[src/rtl/seven_seg_pkg.sv]
// Shared constants and types for the 7-segment scan controller.
// Segment patterns are {a,b,c,d,e,f,g}, active-low.
package seven_seg_pkg;

   localparam int BCD_W = 4;

   localparam logic [6:0] SEG_0     = 7'b0000001;
   localparam logic [6:0] SEG_1     = 7'b1001111;
   localparam logic [6:0] SEG_2     = 7'b0010010;
   localparam logic [6:0] SEG_3     = 7'b0000110;
   localparam logic [6:0] SEG_4     = 7'b1001100;
   localparam logic [6:0] SEG_5     = 7'b0100100;
   localparam logic [6:0] SEG_6     = 7'b0100000;
   localparam logic [6:0] SEG_7     = 7'b0001111;
   localparam logic [6:0] SEG_8     = 7'b0000000;
   localparam logic [6:0] SEG_9     = 7'b0000100;
   localparam logic [6:0] SEG_BLANK = 7'b1111111;

   typedef enum logic {
      BLANK = 1'b0,
      SHOW  = 1'b1
   } scan_state_t;

endpackage

[src/rtl/seven_seg_scan_ctrl_bcd_to_seg.sv]
// BCD to active-low 7-segment decoder; non-decimal codes render blank.
module bcd_to_seg
   import seven_seg_pkg::*;
(
   input  logic [BCD_W-1:0] i_code,
   output logic [6:0]       o_seg
);

   always_comb begin
      o_seg = SEG_BLANK;
      case (i_code)
         4'd0:    o_seg = SEG_0;
         4'd1:    o_seg = SEG_1;
         4'd2:    o_seg = SEG_2;
         4'd3:    o_seg = SEG_3;
         4'd4:    o_seg = SEG_4;
         4'd5:    o_seg = SEG_5;
         4'd6:    o_seg = SEG_6;
         4'd7:    o_seg = SEG_7;
         4'd8:    o_seg = SEG_8;
         4'd9:    o_seg = SEG_9;
         default: o_seg = SEG_BLANK;
      endcase
   end

endmodule

[src/rtl/seven_seg_scan_ctrl.sv]
// Time-multiplexed common-anode display scanner with a double-buffered
// BCD load port; new values are committed only at frame boundaries.
module seven_seg_scan_ctrl
   import seven_seg_pkg::*;
#(
   parameter int NUM_DIGITS   = 4,
   parameter int REFRESH_DIV  = 100000,
   parameter int BLANK_CYCLES = 2000
) (
   input  logic                        clk,
   input  logic                        rst_n,
   input  logic                        load,
   output logic                        ready,
   input  logic [BCD_W*NUM_DIGITS-1:0] value,
   input  logic [NUM_DIGITS-1:0]       dp_in,
   input  logic                        lz_en,
   output logic [NUM_DIGITS-1:0]       an,
   output logic [6:0]                  seg,
   output logic                        dp
);

   localparam int CNT_W = (REFRESH_DIV > 1) ? $clog2(REFRESH_DIV) : 1;
   localparam int IDX_W = (NUM_DIGITS > 1) ? $clog2(NUM_DIGITS) : 1;
   localparam logic [CNT_W-1:0] BLANK_LAST = CNT_W'(BLANK_CYCLES - 1);
   localparam logic [CNT_W-1:0] SLOT_LAST  = CNT_W'(REFRESH_DIV - 1);
   localparam logic [IDX_W-1:0] IDX_LAST   = IDX_W'(NUM_DIGITS - 1);

   if (BLANK_CYCLES < 1 || BLANK_CYCLES >= REFRESH_DIV) begin : g_bad_blank
      $error("BLANK_CYCLES must satisfy 1 <= BLANK_CYCLES < REFRESH_DIV");
   end

   scan_state_t                  r_state;
   logic [CNT_W-1:0]             r_cnt;
   logic [IDX_W-1:0]             r_idx;
   logic [BCD_W*NUM_DIGITS-1:0]  r_disp_val;
   logic [NUM_DIGITS-1:0]        r_disp_dp;
   logic [BCD_W*NUM_DIGITS-1:0]  r_pend_val;
   logic [NUM_DIGITS-1:0]        r_pend_dp;
   logic                         r_pend_valid;
   logic [NUM_DIGITS-1:0]        r_an;
   logic [6:0]                   r_seg;
   logic                         r_dp;

   scan_state_t                  w_state_nxt;
   logic [CNT_W-1:0]             w_cnt_nxt;
   logic [IDX_W-1:0]             w_idx_nxt;
   logic                         w_commit;
   logic                         w_accept;
   logic [NUM_DIGITS-1:0]        w_upper_zero;
   logic [BCD_W-1:0]             w_digit;
   logic                         w_dp_sel;
   logic                         w_sup_sel;
   logic [NUM_DIGITS-1:0]        w_an_sel;
   logic [6:0]                   w_seg_dec;
   logic [6:0]                   w_seg_show;

   assign ready    = !r_pend_valid;
   assign w_accept = load && !r_pend_valid;
   assign an       = r_an;
   assign seg      = r_seg;
   assign dp       = r_dp;

   // w_upper_zero[i]: digit i and every more-significant digit are zero.
   always_comb begin
      logic run;
      run          = 1'b1;
      w_upper_zero = '0;
      for (int unsigned k = 0; k < NUM_DIGITS; k++) begin
         run = run && (r_disp_val[(NUM_DIGITS-1-k)*BCD_W +: BCD_W] == '0);
         w_upper_zero[NUM_DIGITS-1-k] = run;
      end
   end

   always_comb begin
      w_digit   = '0;
      w_dp_sel  = 1'b0;
      w_sup_sel = 1'b0;
      w_an_sel  = '1;
      for (int unsigned k = 0; k < NUM_DIGITS; k++) begin
         if (r_idx == IDX_W'(k)) begin
            w_digit     = r_disp_val[k*BCD_W +: BCD_W];
            w_dp_sel    = r_disp_dp[k];
            w_sup_sel   = lz_en && (k != 0) && w_upper_zero[k];
            w_an_sel[k] = 1'b0;
         end
      end
   end

   bcd_to_seg u_dec (
      .i_code (w_digit),
      .o_seg  (w_seg_dec)
   );

   assign w_seg_show = w_sup_sel ? SEG_BLANK : w_seg_dec;

   always_comb begin
      w_state_nxt = r_state;
      w_cnt_nxt   = r_cnt + CNT_W'(1);
      w_idx_nxt   = r_idx;
      w_commit    = 1'b0;
      case (r_state)
         BLANK: begin
            if (r_cnt == BLANK_LAST) w_state_nxt = SHOW;
         end
         SHOW: begin
            if (r_cnt == SLOT_LAST) begin
               w_state_nxt = BLANK;
               w_cnt_nxt   = '0;
               w_idx_nxt   = (r_idx == IDX_LAST) ? '0 : r_idx + IDX_W'(1);
               w_commit    = r_pend_valid && (r_idx == IDX_LAST);
            end
         end
         default: w_state_nxt = BLANK;
      endcase
   end

   // Outputs are registered from the next state so the anode and segment
   // buses switch on the same edge as the FSM and never glitch.
   always_ff @(posedge clk) begin
      if (!rst_n) begin
         r_state      <= BLANK;
         r_cnt        <= '0;
         r_idx        <= '0;
         r_disp_val   <= '0;
         r_disp_dp    <= '0;
         r_pend_val   <= '0;
         r_pend_dp    <= '0;
         r_pend_valid <= 1'b0;
         r_an         <= '1;
         r_seg        <= SEG_BLANK;
         r_dp         <= 1'b1;
      end else begin
         r_state <= w_state_nxt;
         r_cnt   <= w_cnt_nxt;
         r_idx   <= w_idx_nxt;
         if (w_accept) begin
            r_pend_val   <= value;
            r_pend_dp    <= dp_in;
            r_pend_valid <= 1'b1;
         end else if (w_commit) begin
            r_disp_val   <= r_pend_val;
            r_disp_dp    <= r_pend_dp;
            r_pend_valid <= 1'b0;
         end
         if (w_state_nxt == SHOW) begin
            r_an  <= w_an_sel;
            r_seg <= w_seg_show;
            r_dp  <= !w_dp_sel;
         end else begin
            r_an  <= '1;
            r_seg <= SEG_BLANK;
            r_dp  <= 1'b1;
         end
      end
   end

endmodule

[config.mk]
export PLATFORM = sky130hd
export DESIGN_NAME = seven_seg_scan_ctrl
export DESIGN_NICKNAME = d
export VERILOG_FILES = /design/src/rtl/seven_seg_pkg.sv /design/src/rtl/seven_seg_scan_ctrl_bcd_to_seg.sv /design/src/rtl/seven_seg_scan_ctrl.sv
export SDC_FILE = /design/constraint.sdc
export NUM_CORES = 1
export LEC_CHECK = 0
export CAP_MARGIN = 30
export CORE_MARGIN = 8
export CORE_UTILIZATION = 45
export CTS_BUF_LIST = sky130_fd_sc_hd__clkbuf_8
export DETAILED_ROUTE_END_ITERATION = 8
export HOLD_SLACK_MARGIN = 0.15
export MAX_ROUTING_LAYER = met4
export PLACE_DENSITY_LB_ADDON = 0.25
export SETUP_SLACK_MARGIN = 0.4
export SLEW_MARGIN = 20
export SYNTH_ARGS = -nofsm -noshare
export SYNTH_HDL_FRONTEND = slang
export SYNTH_SLANG_ARGS = --single-unit
[constraint.sdc]
create_clock -name clk -period 4.8 [get_ports clk]
set_input_delay 0.96 -clock clk [delete_from_list [all_inputs] [get_ports clk]]
set_output_delay 0.96 -clock clk [all_outputs]
set_load 0.02 [all_outputs]
==> results of run 1 <==
## worst max-delay path: stages, from the launching register on
cell and delay [ps]:
dfxtp_1 370, ha_1 210, nand4_1 210, nor3_1 560
nand4_2 800, mux2i_1 400, nor2b_1 80
## through the flow
step                setup slack (ps)  utilization  instances  area (sq um)  total power, mW
floorplan                       2460            -        343          3170            0.667
global placement                1660        0.527        459          3580            0.694
detailed placement              1700        0.527        459          3580            0.695
CTS                             2050        0.548        473          3730             1.07
global route                    1810        0.548        473          3730             1.11
finish                          2040        0.548        473          3730             1.06
## worst max-delay path by stage
stage                     startpoint                           to  slack, ps  cells past startpoint
6_report         r_cnt[0]$_SDFF_PN0_   r_disp_val[9]$_SDFFE_PN0P_       2040                      6
3_3_place_gp                   rst_n            seg[5]$_SDFF_PP1_       1660                      5
5_1_grt          r_cnt[0]$_SDFF_PN0_  r_disp_val[12]$_SDFFE_PN0P_       1810                      6
3_5_place_dp                   rst_n            seg[5]$_SDFF_PP1_       1700                      5
4_1_cts          r_cnt[0]$_SDFF_PN0_   r_disp_val[9]$_SDFFE_PN0P_       2050                      6
2_1_floorplan  r_idx[0]$_SDFFE_PN0P_            seg[3]$_SDFF_PP1_       2460                     10
## cells in the mapped netlist, drive strengths merged (5+ instances only)
cell type	number
dfxtp	73
nand2	59
nor2b	23
a21boi	22
mux2i	22
nor2	20
nand3	16
clkbuf	14
ha	11
inv	9
xor2	9
nand3b	6
xnor2	6
nor3b	5
nor4	5
## per-layer routing
metal | up-vias | global-route usage | wire length, um
li1 | 1215 | - | -
met1 | 1077 | 0.154 | 2960
met2 | 41 | 0.215 | 2760
met3 | 14 | 0.0381 | 238
met4 | 0 | 0.0756 | 159
met5 | - | - | 0
## layout make-up
type	instances	area (sq um)	area share
Timing Repair Buffer	38	375	0.101
Inverter	9	33.8	0.00907
Multi-Input combinational cell	243	1590	0.427
Clock inverter	5	20.0	0.00537
Clock buffer	9	124	0.0332
Tap cell	96	120	0.0322
Sequential cell	73	1460	0.392
## power groups by stage
stage,combinational (mW),sequential (mW),clock [mW]
global route,0.0627,0.627,0.418
global placement,0.0548,0.639,0
floorplan,0.0294,0.637,0
detailed placement,0.0558,0.639,0
finish,0.0550,0.626,0.381
CTS,0.0559,0.625,0.390
## state kept, by name, indices dropped and copies added, names as in the netlist
register,cells
r_pend_valid,1
r_pend_dp,4
r_pend_val,16
dp,1
r_idx,2
r_disp_val,16
r_cnt,17
r_disp_dp,4
r_state,1
seg,7
an,4
## cells by family (layout without fill, tap and decap cells)
kind of cell,Yosys count,in the layout,synth area share
mux,24,24,0.0765
compound gates,42,42,0.0974
fa+ha+maj,11,11,0.0434
simple gates,151,151,0.243
xor+xnor,15,15,0.0414
flops,73,73,0.460
buf+inv,27,61,0.0382
==> reports/metrics.cfg, run 1 <==
[global_route]
antenna_found_initial = 0
grt_usage = 0.137
grt_max_degree = 48
grt_pass1_wl_um = 10700
grt-ovfl-total = 0
grt_pass1_vias = 2412

[pwr]
leakage_nw = 1.53
internal_power_uw = 823
p_switching_uw = 239
ir_drop_v = 0.000173
pwr-share-seq = 0.589
pwr_density_cell_mw_per_mm2 = 285
power.switching_fraction = 0.225
combPwrFrac = 0.052
p_clk_frac = 0.359

[clock_network]
clk_path_buf_depth = 2
hold_buffers = 0
cts-root-buf = clkbuf_8
cts_buffers = 9
clkTransAtPathRegs_ps = 70
cts_tree = yes
cts_sinks = 73
htree_levels = 3
cts_setup_buffers = 0
cts-resized-gates = 0
insertion_delay_ps = 350

[synth]
synthTopCellsByArea = dfxtp_1 (46%), nand2_1 (7.0%), mux2i_1 (6.9%)
synth_area_leader_cell = dfxtp_1
synthesis.area_sq_mm = 0.00317
synthCells = 343
async_reset_ff_frac = 0
ys.flop_type = dfxtp_1
syn_area_per_cell_sq_um = 9.25
synth_nets = 378
ys.warnings.count = 0
ys_types = 41
seq_area_frac_synth = 0.460
synth_seq_cells = 73
synth_edf_count = 0
synth_top_area_frac = 0.460

[die]
rows = 30
initial_utilization = 0.467
die_w_um = 100
boundaryPins = 37
die_area_sq_mm = 0.0100
dieHeight_um = 100
core_sq_mm = 0.00679

[sta]
max_slew_margin = 0.400
grt_setup_unrepaired = false
fin_crit_sh = 0.574
drv_slew = 0
min_period_ps = 2760
setup_tns_ps = 0
fmax_mhz = 363
hold_violations = 0
hold_ws_ps = 463
finalSetupViolations = 0
skew_ps = 9.84
tightest_slew_ps = 897

[routing]
avgViaCountPerCell = 4.96
drt_iter0_markers = 102
firstDrtPassIters = 4
drc = 0
dr_total_vias = 2347
wl_per_cell_um = 12.9
final_antenna_net_count = 0
wl_um = 6120

[worst_setup_path]
r2r_slack_ps = 2040
cp_max_fo = 21
reg2reg_from = r_cnt[0]$_SDFF_PN0_
crit_arrival_ps = 2990
path_class = reg -> reg
worstSetupStartpointType = flop
critPathCaptureType = flop
reg2reg_depth = 6
crit_required_ps = 5030
worstReg2RegEnd = r_disp_val[9]$_SDFFE_PN0P_

[hold_path]
min_to = r_pend_val[2]$_SDFFE_PN0P_
hold_path_depth = 2
hold_start = r_pend_val[2]$_SDFFE_PN0P_
hold_class = reg -> reg

[finish]
final_cell_mix = dfxtp_1 (73), nand2_1 (59), clkdlybuf4s50_1 (36)
layout-drive-gt1-share = 0.0504
fin_nets = 409
fillers = 651
area_growth_pct = 17.4
final_common_cell = dfxtp_1
diodes = 0

[flow_run]
cap_violations = 0

[outcome]
status = completed

[placed_design]
routabilityCongestion = 0.760
hpwl_um = 4390
port_buffers = 36

(Power assumes the default switching activity.)
==> run 2, diff against run 1 <==
==> constraint.sdc (replaced) <==
create_clock -name clk -period 2.48 [get_ports clk]
set_input_delay 0.496 -clock clk [delete_from_list [all_inputs] [get_ports clk]]
set_output_delay 0.496 -clock clk [all_outputs]
set_load 0.02 [all_outputs]
==> run 2 against run 1 <==
Effect of this change:
- largest cell class unchanged
- utilization grew 3.9 points
- highest routed layer unchanged
- cell count grew 3.6%
- combinational power grew 95%
- largest power group unchanged
- fmax grew 35%
- critical path type unchanged
==> reports/metrics.cfg, run 2 (synthesized netlist as in run 1, its figures left out) <==
[placed_design]
port_buffers = 36  ; unchanged
post-place-ws_ps = 214  ; was 1700 ps
routabilityCongestion = 0.833  ; was 0.760
hpwl_um = 4410  ; was 4390 um
place_inst = 462  ; was 459

[die]
die_w_um = 100  ; unchanged
die_area_sq_mm = 0.0100  ; unchanged
dieHeight_um = 100  ; unchanged
initial_utilization = 0.467  ; unchanged
boundaryPins = 37  ; unchanged
core_sq_mm = 0.00679  ; unchanged
rows = 30  ; unchanged

[clock_network]
cts_buffers = 9  ; unchanged
clkTransAtPathRegs_ps = 70  ; about the same
cts_sinks = 73  ; unchanged
cts_tree = yes  ; unchanged
insertion_delay_ps = 340  ; was 350 ps
clk_path_buf_depth = 2  ; unchanged
cts-root-buf = clkbuf_8  ; unchanged
htree_levels = 3  ; unchanged

[finish]
final_common_cell = dfxtp_1  ; unchanged
layout-drive-gt1-share = 0.135  ; was 0.0504
reg_top3 = r_cnt: 17 flops, r_disp_val: 16 flops, r_pend_val: 16 flops  ; unchanged
regMostFlops = r_cnt  ; unchanged
area_growth_pct = 25.7  ; was 17.4%
fin_nets = 424  ; was 409
diodes = 0  ; unchanged
fillers = 613  ; was 651
final_cell_mix = dfxtp_1 (71), nand2_1 (59), clkdlybuf4s50_1 (36)  ; was dfxtp_1 (73), nand2_1 (59), clkdlybuf4s50_1 (36)
instances_no_fill = 490  ; was 473
largest_reg_flops = 17  ; unchanged

[hold_path]
min_to = r_cnt[0]$_SDFF_PN0_  ; was r_pend_val[2]$_SDFFE_PN0P_
hold_start = r_cnt[0]$_SDFF_PN0_  ; was r_pend_val[2]$_SDFFE_PN0P_
hold_class = reg -> reg  ; unchanged
hold_path_depth = 1  ; was 2

[sta]
fmax_mhz = 490  ; was 363 MHz
setup_tns_ps = 0  ; unchanged
finalWorstSetupSlack_ps = 438  ; was 2040 ps
min_period_ps = 2040  ; was 2760 ps
max_slew_margin = 0.567  ; was 0.400
fin_crit_sh = 0.824  ; was 0.574
tightest_slew_ps = 648  ; was 897 ps
drv_slew = 0  ; unchanged
finalSetupViolations = 0  ; unchanged
skew_ps = 5.96  ; was 9.84 ps
hold_violations = 0  ; unchanged
grt_setup_unrepaired = true  ; was false

[routing]
avgViaCountPerCell = 4.95  ; was 4.96
drc = 0  ; unchanged
drt_iter0_markers = 90  ; was 102
wl_um = 6570  ; was 6120 um
firstDrtPassIters = 5  ; was 4
dr_total_vias = 2424  ; was 2347
wl_per_cell_um = 13.4  ; was 12.9 um
final_antenna_net_count = 0  ; unchanged

[worst_setup_path]
worstReg2RegEnd = seg[3]$_SDFF_PP1_  ; was r_disp_val[9]$_SDFFE_PN0P_
cp_max_fo = 6  ; was 21
reg2reg_from = r_idx[1]$_SDFFE_PN0P_  ; was r_cnt[0]$_SDFF_PN0_
critPathCaptureType = flop  ; unchanged
path_class = reg -> reg  ; unchanged
r2r_slack_ps = 440  ; was 2040 ps
crit_required_ps = 2700  ; was 5030 ps
crit_arrival_ps = 2260  ; was 2990 ps
reg2reg_depth = 9  ; was 6
worstSetupStartpointType = flop  ; unchanged

[pwr]
power.switching_fraction = 0.210  ; was 0.225
pwr_density_cell_mw_per_mm2 = 550  ; was 285 mW/mm^2
p_switching_uw = 461  ; was 239 uW
internal_power_mw = 1.73  ; was 823 uW
p_clk_frac = 0.401  ; was 0.359
pwr-share-seq = 0.551  ; was 0.589
ir_drop_v = 0.000365  ; was 0.000173 V
leakage_nw = 1.64  ; was 1.53 nW
combPwrFrac = 0.049  ; was 0.052

[global_route]
grt_pass1_wl_um = 11000  ; was 10700 um
grt_usage = 0.140  ; was 0.137
grt_pass1_vias = 2422  ; was 2412
grt-ovfl-total = 0  ; unchanged
grt_max_degree = 47  ; was 48
antenna_found_initial = 0  ; unchanged

[outcome]
status = completed  ; unchanged

[flow_run]
cap_violations = 0  ; unchanged

[run 2: cell types whose count changed in the layout (fill, tap and decap cells not counted), moves of 2 or more]
cell / previous run / this run
dfxtp_1: 73 / 71
dfxtp_4: 0 / 2
inv_1: 13 / 10
buf_4: 2 / 13
buf_6: 0 / 2
ha_4: 0 / 5
clkbuf_2: 0 / 2
ha_1: 11 / 4
ha_2: 0 / 2
[run 2: metrics by stage]
| stage | util | total power [mW] | instance area (sq um) | hold WS [ps] |
|---|---|---|---|---|
| after CTS | 0.563 | 2.23 | 3820 | 469 |
| after detailed placement | 0.531 | 1.35 | 3610 | 455 |
| after global placement | 0.531 | 1.34 | 3610 | 443 |
| after global routing | 0.587 | 2.29 | 3990 | 488 |
| final | 0.587 | 2.19 | 3990 | 463 |
| after floorplan | - | 1.29 | 3200 | 426 |
[run 2: power by group through the flow]
stage	sequential, mW	clock [mW]	combinational [mW]
floorplan	1.23	0	0.0570
global placement	1.24	0	0.108
detailed placement	1.24	0	0.108
CTS	1.21	0.907	0.109
global route	1.21	0.957	0.121
finish	1.21	0.879	0.107
[run 2: per-layer routing]
metal	GRT usage	wire, um
met1	0.153	3060
met2	0.232	3100
met3	0.0471	255
met4	0.0500	152
met5	-	0
[run 2: area by class of cell]
class,count,area [sq um],share of cell area
Clock buffer,10,138,0.0345
Clock inverter,6,51.3,0.0129
Inverter,9,36.3,0.00910
Multi-Input combinational cell,243,1680,0.422
Sequential cell,73,1470,0.368
Tap cell,96,120,0.0301
Timing Repair Buffer,53,490,0.123
[run 2: worst max-delay path, cell delays in order, from the launching register on]
cell	delay, ps
dfxtp_4	370
buf_4	140
ha_4	170
nor3b_2	150
a221o_1	380
ha_4	300
inv_1	40
mux2_2	250
nand2_1	70
nand3_1	60
[run 2: timing repair]
action,in CTS,in global routing
pin swaps,1,9
gates resized for setup,5,20
setup endpoints to repair,7,45
hold buffers,0,0
setup buffers,1,11
[run 2: worst max path at each step]
stage	start	to
3_5_place_dp	r_idx[0]$_SDFFE_PN0P_	seg[3]$_SDFF_PP1_
5_1_grt	r_idx[1]$_SDFFE_PN0P_	seg[1]$_SDFF_PP1_
3_3_place_gp	r_idx[0]$_SDFFE_PN0P_	seg[3]$_SDFF_PP1_
6_report	r_idx[1]$_SDFFE_PN0P_	seg[3]$_SDFF_PP1_
4_1_cts	r_idx[1]$_SDFFE_PN0P_	seg[3]$_SDFF_PP1_
2_1_floorplan	r_idx[1]$_SDFFE_PN0P_	seg[3]$_SDFF_PP1_
==> run 3, diff against run 2 <==
==> constraint.sdc (replaced) <==
create_clock -name clk -period 1.7 [get_ports clk]
set_input_delay 0.34 -clock clk [delete_from_list [all_inputs] [get_ports clk]]
set_output_delay 0.34 -clock clk [all_outputs]
set_load 0.02 [all_outputs]
==> run 3 against run 2 <==
Effect of this change:
- the run now ends with setup timing left
- critical path depth did not move
- die area did not move
- combinational power rose by 73%
- cell count rose by 8.4%
- sequential power rose by 45%
- critical path type unchanged
==> reports/metrics.cfg, run 3 (synthesized netlist as in run 1, its figures left out) <==
[worst_setup_path]
cp_slowest_cell = a221o_2  ; was a221o_1
reg2reg_from = r_idx[0]$_SDFFE_PN0P_  ; was r_idx[1]$_SDFFE_PN0P_
path_class = reg -> reg  ; unchanged
crit_arrival_ps = 2230  ; was 2260 ps
crit_required_ps = 1910  ; was 2700 ps
critPathCaptureType = flop  ; unchanged
worstSetupStartpointType = flop  ; unchanged
crit_chain = inv_2 > ha_1 > buf_4 > nand3b_1 > a221o_2 > buf_6 > mux2i_1 > mux2i_1 > nand3b_1  ; was buf_4 > ha_4 > nor3b_2 > a221o_1 > ha_4 > inv_1 > mux2_2 > nand2_1 > nand3_1
cp_max_fo = 5  ; was 6
max_stage_delay_ps = 440  ; was 380 ps
reg2reg_depth = 9  ; unchanged
startpoint = r_idx[0]$_SDFFE_PN0P_  ; was r_idx[1]$_SDFFE_PN0P_

[clock_network]
cts-root-buf = clkbuf_8  ; unchanged
clkTransAtPathRegs_ps = 80  ; was 70 ps
cts_buffers = 9  ; unchanged
cts_sinks = 73  ; unchanged
cts_tree = yes  ; unchanged
htree_levels = 3  ; unchanged
clk_path_buf_depth = 2  ; unchanged
hold_buffers = 0  ; unchanged
insertion_delay_ps = 340  ; about the same

[global_route]
grt_pass1_wl_um = 12600  ; was 11000 um
grt-ovfl-total = 0  ; unchanged
grt_max_degree = 47  ; unchanged
grt_pass1_vias = 2702  ; was 2422
grt_usage = 0.160  ; was 0.140
antenna_found_initial = 0  ; unchanged

[pwr]
pwr_density_cell_mw_per_mm2 = 740  ; was 550 mW/mm^2
leakage_nw = 1.96  ; was 1.64 nW
ir_drop_v = 0.000545  ; was 0.000365 V
total_power_mw = 3.43  ; was 2.19 mW

[sta]
finalWorstSetupSlack_ps = -315  ; was 438 ps
tightest_slew_ps = 499  ; was 648 ps
fin_crit_sh = 1.19  ; was 0.824
skew_ps = 12.3  ; was 5.96 ps
setup_tns_ps = -9360  ; was 0 ps
fmax_mhz = 496  ; was 490 MHz
min_period_ps = 2020  ; was 2040 ps
finalSetupViolations = 51  ; was 0
drv_slew = 0  ; unchanged
grt_setup_unrepaired = true  ; unchanged
hold_violations = 0  ; unchanged
hold_ws_ps = 438  ; was 463 ps
max_slew_margin = 0.664  ; was 0.567

[routing]
drc = 0  ; unchanged
wl_per_cell_um = 14.4  ; was 13.4 um
drt_iter0_markers = 81  ; was 90
dr_total_vias = 2658  ; was 2424
wl_um = 7640  ; was 6570 um
avgViaCountPerCell = 5.01  ; was 4.95
final_antenna_net_count = 0  ; unchanged
firstDrtPassIters = 4  ; was 5

[finish]
fillers = 527  ; was 613
final_cell_area_sq_mm = 0.00463  ; was 0.00399 sq mm
final_common_cell = dfxtp_1  ; unchanged
area_growth_pct = 46.0  ; was 25.7%
layout-drive-gt1-share = 0.345  ; was 0.135
final_cell_mix = dfxtp_1 (67), nand2_1 (52), buf_4 (35)  ; was dfxtp_1 (71), nand2_1 (59), clkdlybuf4s50_1 (36)
regMostFlops = r_cnt  ; unchanged
reg_top3 = r_cnt: 17 flops, r_disp_val: 16 flops, r_pend_val: 16 flops  ; unchanged
fin_util = 0.682  ; was 0.587
instances_no_fill = 531  ; was 490
fin_nets = 465  ; was 424
diodes = 0  ; unchanged
largest_reg_flops = 17  ; unchanged

[die]
boundaryPins = 37  ; unchanged
rows = 30  ; unchanged
die_area_sq_mm = 0.0100  ; unchanged
core_sq_mm = 0.00679  ; unchanged
dieHeight_um = 100  ; unchanged
die_w_um = 100  ; unchanged
initial_utilization = 0.467  ; unchanged

[hold_path]
hold_class = reg -> reg  ; unchanged
hold_start = r_cnt[0]$_SDFF_PN0_  ; unchanged
hold_path_depth = 1  ; unchanged

[placed_design]
place_inst = 495  ; was 462
port_buffers = 36  ; unchanged
placed_cell_area_sq_mm = 0.00394  ; was 0.00361 sq mm
routabilityCongestion = 0.802  ; was 0.833
hpwl_um = 4810  ; was 4410 um
post-place-ws_ps = -261  ; was 214 ps

[outcome]
violations = setup timing
status = finished with violations  ; was completed

[flow_run]
cap_violations = 0  ; unchanged

## run 3: where the power goes
| part | switching, mW | leakage (nW) | internal [mW] |
|---|---|---|---|
| sequential | 0.0246 | 0.596 | 1.74 |
| clock | 0.655 | 0.106 | 0.826 |
| combinational | 0.0756 | 1.26 | 0.110 |
| total | 0.755 | 1.96 | 2.67 |
## run 3: timing repair
item / CTS / global route
gates cloned: 4 / 0
resized for setup: 75 / 49
setup buffers: 12 / 4
setup endpoints to repair: 65 / 60
pin swaps: 11 / 10
## run 3: layout make-up
type                            instances  area, sq um  area share
Multi-Input combinational cell        243         1860       0.401
Sequential cell                        73         1480       0.319
Timing Repair Buffer                   94          921       0.199
Clock buffer                            9          124      0.0267
Tap cell                               96          120      0.0259
Clock inverter                          7         93.8      0.0203
Inverter                                9         38.8     0.00837
## run 3: critical path, delay by kind of cell (launching register included)
family          cells  cell delay (ps)
buf+inv             3              410
flops               1              380
fa+ha+maj           1              210
compound gates      1              440
simple gates        2              190
mux                 2              270
## run 3: final timing paths
| kind | slack [ps] | to |
|---|---|---|
| min | 440 | r_cnt[0]$_SDFF_PN0_ |
| max | -320 | seg[2]$_SDFF_PP1_ |
| min reg2reg | 440 | r_cnt[0]$_SDFF_PN0_ |
| max reg2reg | -320 | seg[2]$_SDFF_PP1_ |
## run 3: layer usage
layer / vias up / GRT usage / wire length (um)
met4: 0 / 0.0651 / 168
met3: 16 / 0.0408 / 267
li1: 1333 / - / -
met5: - / - / 0
met2: 50 / 0.273 / 3890
met1: 1259 / 0.175 / 3310
==> patch: new RTL, config.mk and constraints of run 3 <==
Change the package constant `BCD_W` from 4 to 6.
--- a/src/rtl/seven_seg_pkg.sv
+++ b/src/rtl/seven_seg_pkg.sv
@@ -3,5 +3,5 @@
 package seven_seg_pkg;
 
-   localparam int BCD_W = 4;
+   localparam int BCD_W = 6;
 
    localparam logic [6:0] SEG_0     = 7'b0000001;
Interface: changed (resized value); port bits go from 37 to 45. No check against the original RTL was run, so the function may have changed too.
==> patch against run 3 <==
The run still ends with negative setup slack left; clock skew is 0.00073 ns higher; total power up 9.6%; sequential cell count is 16 higher; critical path depth down 1; wire length is 18% higher; clock power fell by 10%; setup slack gained 0.077 ns; non-clock buffer count up 16; cell area increased by 19%; synthesized area is 22% higher; synthesized cell count increased by 23%; critical path type unchanged; critical endpoint is now seg[6].
==> patch: results (changes against run 3) <==
metric;value;unit;change
track_usage;15.5;%;was 16.0%
cp_slowest_stage_delay;0.39;ns;was 0.44 ns
violations;negative setup slack;;unchanged
yosysUniqueCellTypes;52;;was 41
grt_max_degree;49;;was 47
synth_compound_area_share;11.9;%;was 9.74%
layout-drive-gt1-share;30.0;%;was 34.5%
reg_top3;r_disp_val x24, r_pend_val x24, r_cnt x17;;was r_cnt x17, r_disp_val x16, r_pend_val x16
grt_pass1_vias;3006;;was 2702
synth-xor-area-share;2.95;%;was 4.14%
yosys-top-cells-area;dfxtp_1 (46%), mux2i_1 (8.0%), nand2_1 (7.4%), a21boi_0 (5.6%), nor2b_1 (4.7%);;was dfxtp_1 (46%), nand2_1 (7.0%), mux2i_1 (6.9%), a21boi_0 (5.0%), nor2b_1 (4.5%)
synthTopCellsByCount;dfxtp_1 (89), nand2_1 (76), mux2i_1 (31), nor2_1 (31);;was dfxtp_1 (73), nand2_1 (59), nor2b_1 (23), mux2i_1 (22), a21boi_0 (21)
pre_cts_slack;-0.234;ns;was -0.261 ns
gr-usage-met1;19.0;%;was 17.5%
finClkSkew;0.0131;ns;was 0.0123 ns
vdd_drop_max;0.000452;V;was 0.000545 V
synthAdderAreaFrac;3.56;%;was 4.34%
gp_congestion;0.906;;was 0.802
fillers;675;;was 527
nets;564;;was 465
grt_use_met2;24.7;%;was 27.3%
synth.area.mux_share;8.32;%;was 7.65%
yosysSeqAreaShare;46.1;%;was 46.0%
wl_per_cell;14.2;um;was 14.4 um
cp.arrival;2.19;ns;was 2.23 ns
viasPerCell;5.05;;was 5.01
status;finished with violations;;unchanged
layout_setup_ws;-0.238;ns;was -0.315 ns
slowest_stage;mux2_2;;was a221o_2
first_iter_violations;166;;was 81
grt_pass1_wl;14200;um;was 12600 um
power_leakage;2.00;nW;was 1.96 nW
finalSetupViolations;32;;was 51
p_switching;0.000896;W;was 0.000755 W
critical-path-top-delay-family;multiplexers;;was compound AO/OA/AOI/OAI gates
dp_hpwl;5890;um;was 4810 um
critPathMaxFanout;7;;was 5
==> patch: area by class of cell <==
type                    instances  area (um^2)  share of cell area [%]
flip-flops and latches         89         1800                    32.6
clock buffers                  10          138                    2.50
inverters                      13         51.3                   0.932
multi-input cells             298         2240                    40.6
repair buffers                110         1110                    20.1
well taps                     108          135                    2.45
clock inverters                 6         42.5                   0.773
==> patch: metal layers <==
metal / share of wire, % / wire (um)
met5: 0 / 0
met4: 1.5 / 131
met3: 4.1 / 371
met2: 48 / 4330
met1: 46 / 4150
==> patch: cells by family after synthesis <==
| logic type | Yosys count |
|---|---|
| flip-flops | 89 |
| multiplexers | 32 |
| AND/OR/NAND/NOR | 177 |
| buffers and inverters | 34 |
| adder cells (fa/ha/maj) | 11 |
| XOR/XNOR | 13 |
| AO/OA/AOI/OAI | 65 |
==> patch: what timing repair did <==
action                                  in CTS  in global routing
endpoints found under the setup margin      73                 84
hold endpoints to repair                     0                  0
pin swaps                                   15                 13
gates cloned                                 1                  3
gates resized for setup                     85                 34
setup buffers                               11                  7
==> patch: worst paths after layout <==
check                           slack, ns            end           from  cells past startpoint
worst max-delay path                -0.24         seg[6]       r_idx[1]                      8
worst min-delay path                 0.46  r_pend_val[8]  r_pend_val[8]                      2
worst max register to register      -0.24         seg[6]       r_idx[1]                      8
worst min register to register       0.46  r_pend_val[8]  r_pend_val[8]                      2
==> patch: power by group through the flow <==
stage                     Clock, W  Sequential [W]  Combinational, W
after floorplan                  0         0.00220          0.000110
after global placement           0         0.00220          0.000236
after detailed placement         0         0.00220          0.000241
after CTS                  0.00136         0.00215          0.000264
after global routing       0.00146         0.00216          0.000306
final                      0.00133         0.00215          0.000277
==> patch: worst min-delay path: cells and delay by family, from the launching register on <==
family,cells,cell delay [ns]
DFF,1,0.32
and+or+nand+nor,1,0.05
AOI/OAI and AO/OA,1,0.05
==> patch: metrics by stage <==
step	power, W	std cells	hold slack [ns]	setup TNS [ns]	instance area [um^2]
3_3_place_gp	0.00244	596	0.454	-2.13	4840
2_1_floorplan	0.00231	421	0.404	-2.22	4030
5_1_grt	0.00392	634	0.486	-7.84	5510
6_report	0.00376	634	0.459	-4.22	5510
4_1_cts	0.00378	624	0.471	-4.41	5320
3_5_place_dp	0.00245	596	0.459	-3.42	4840
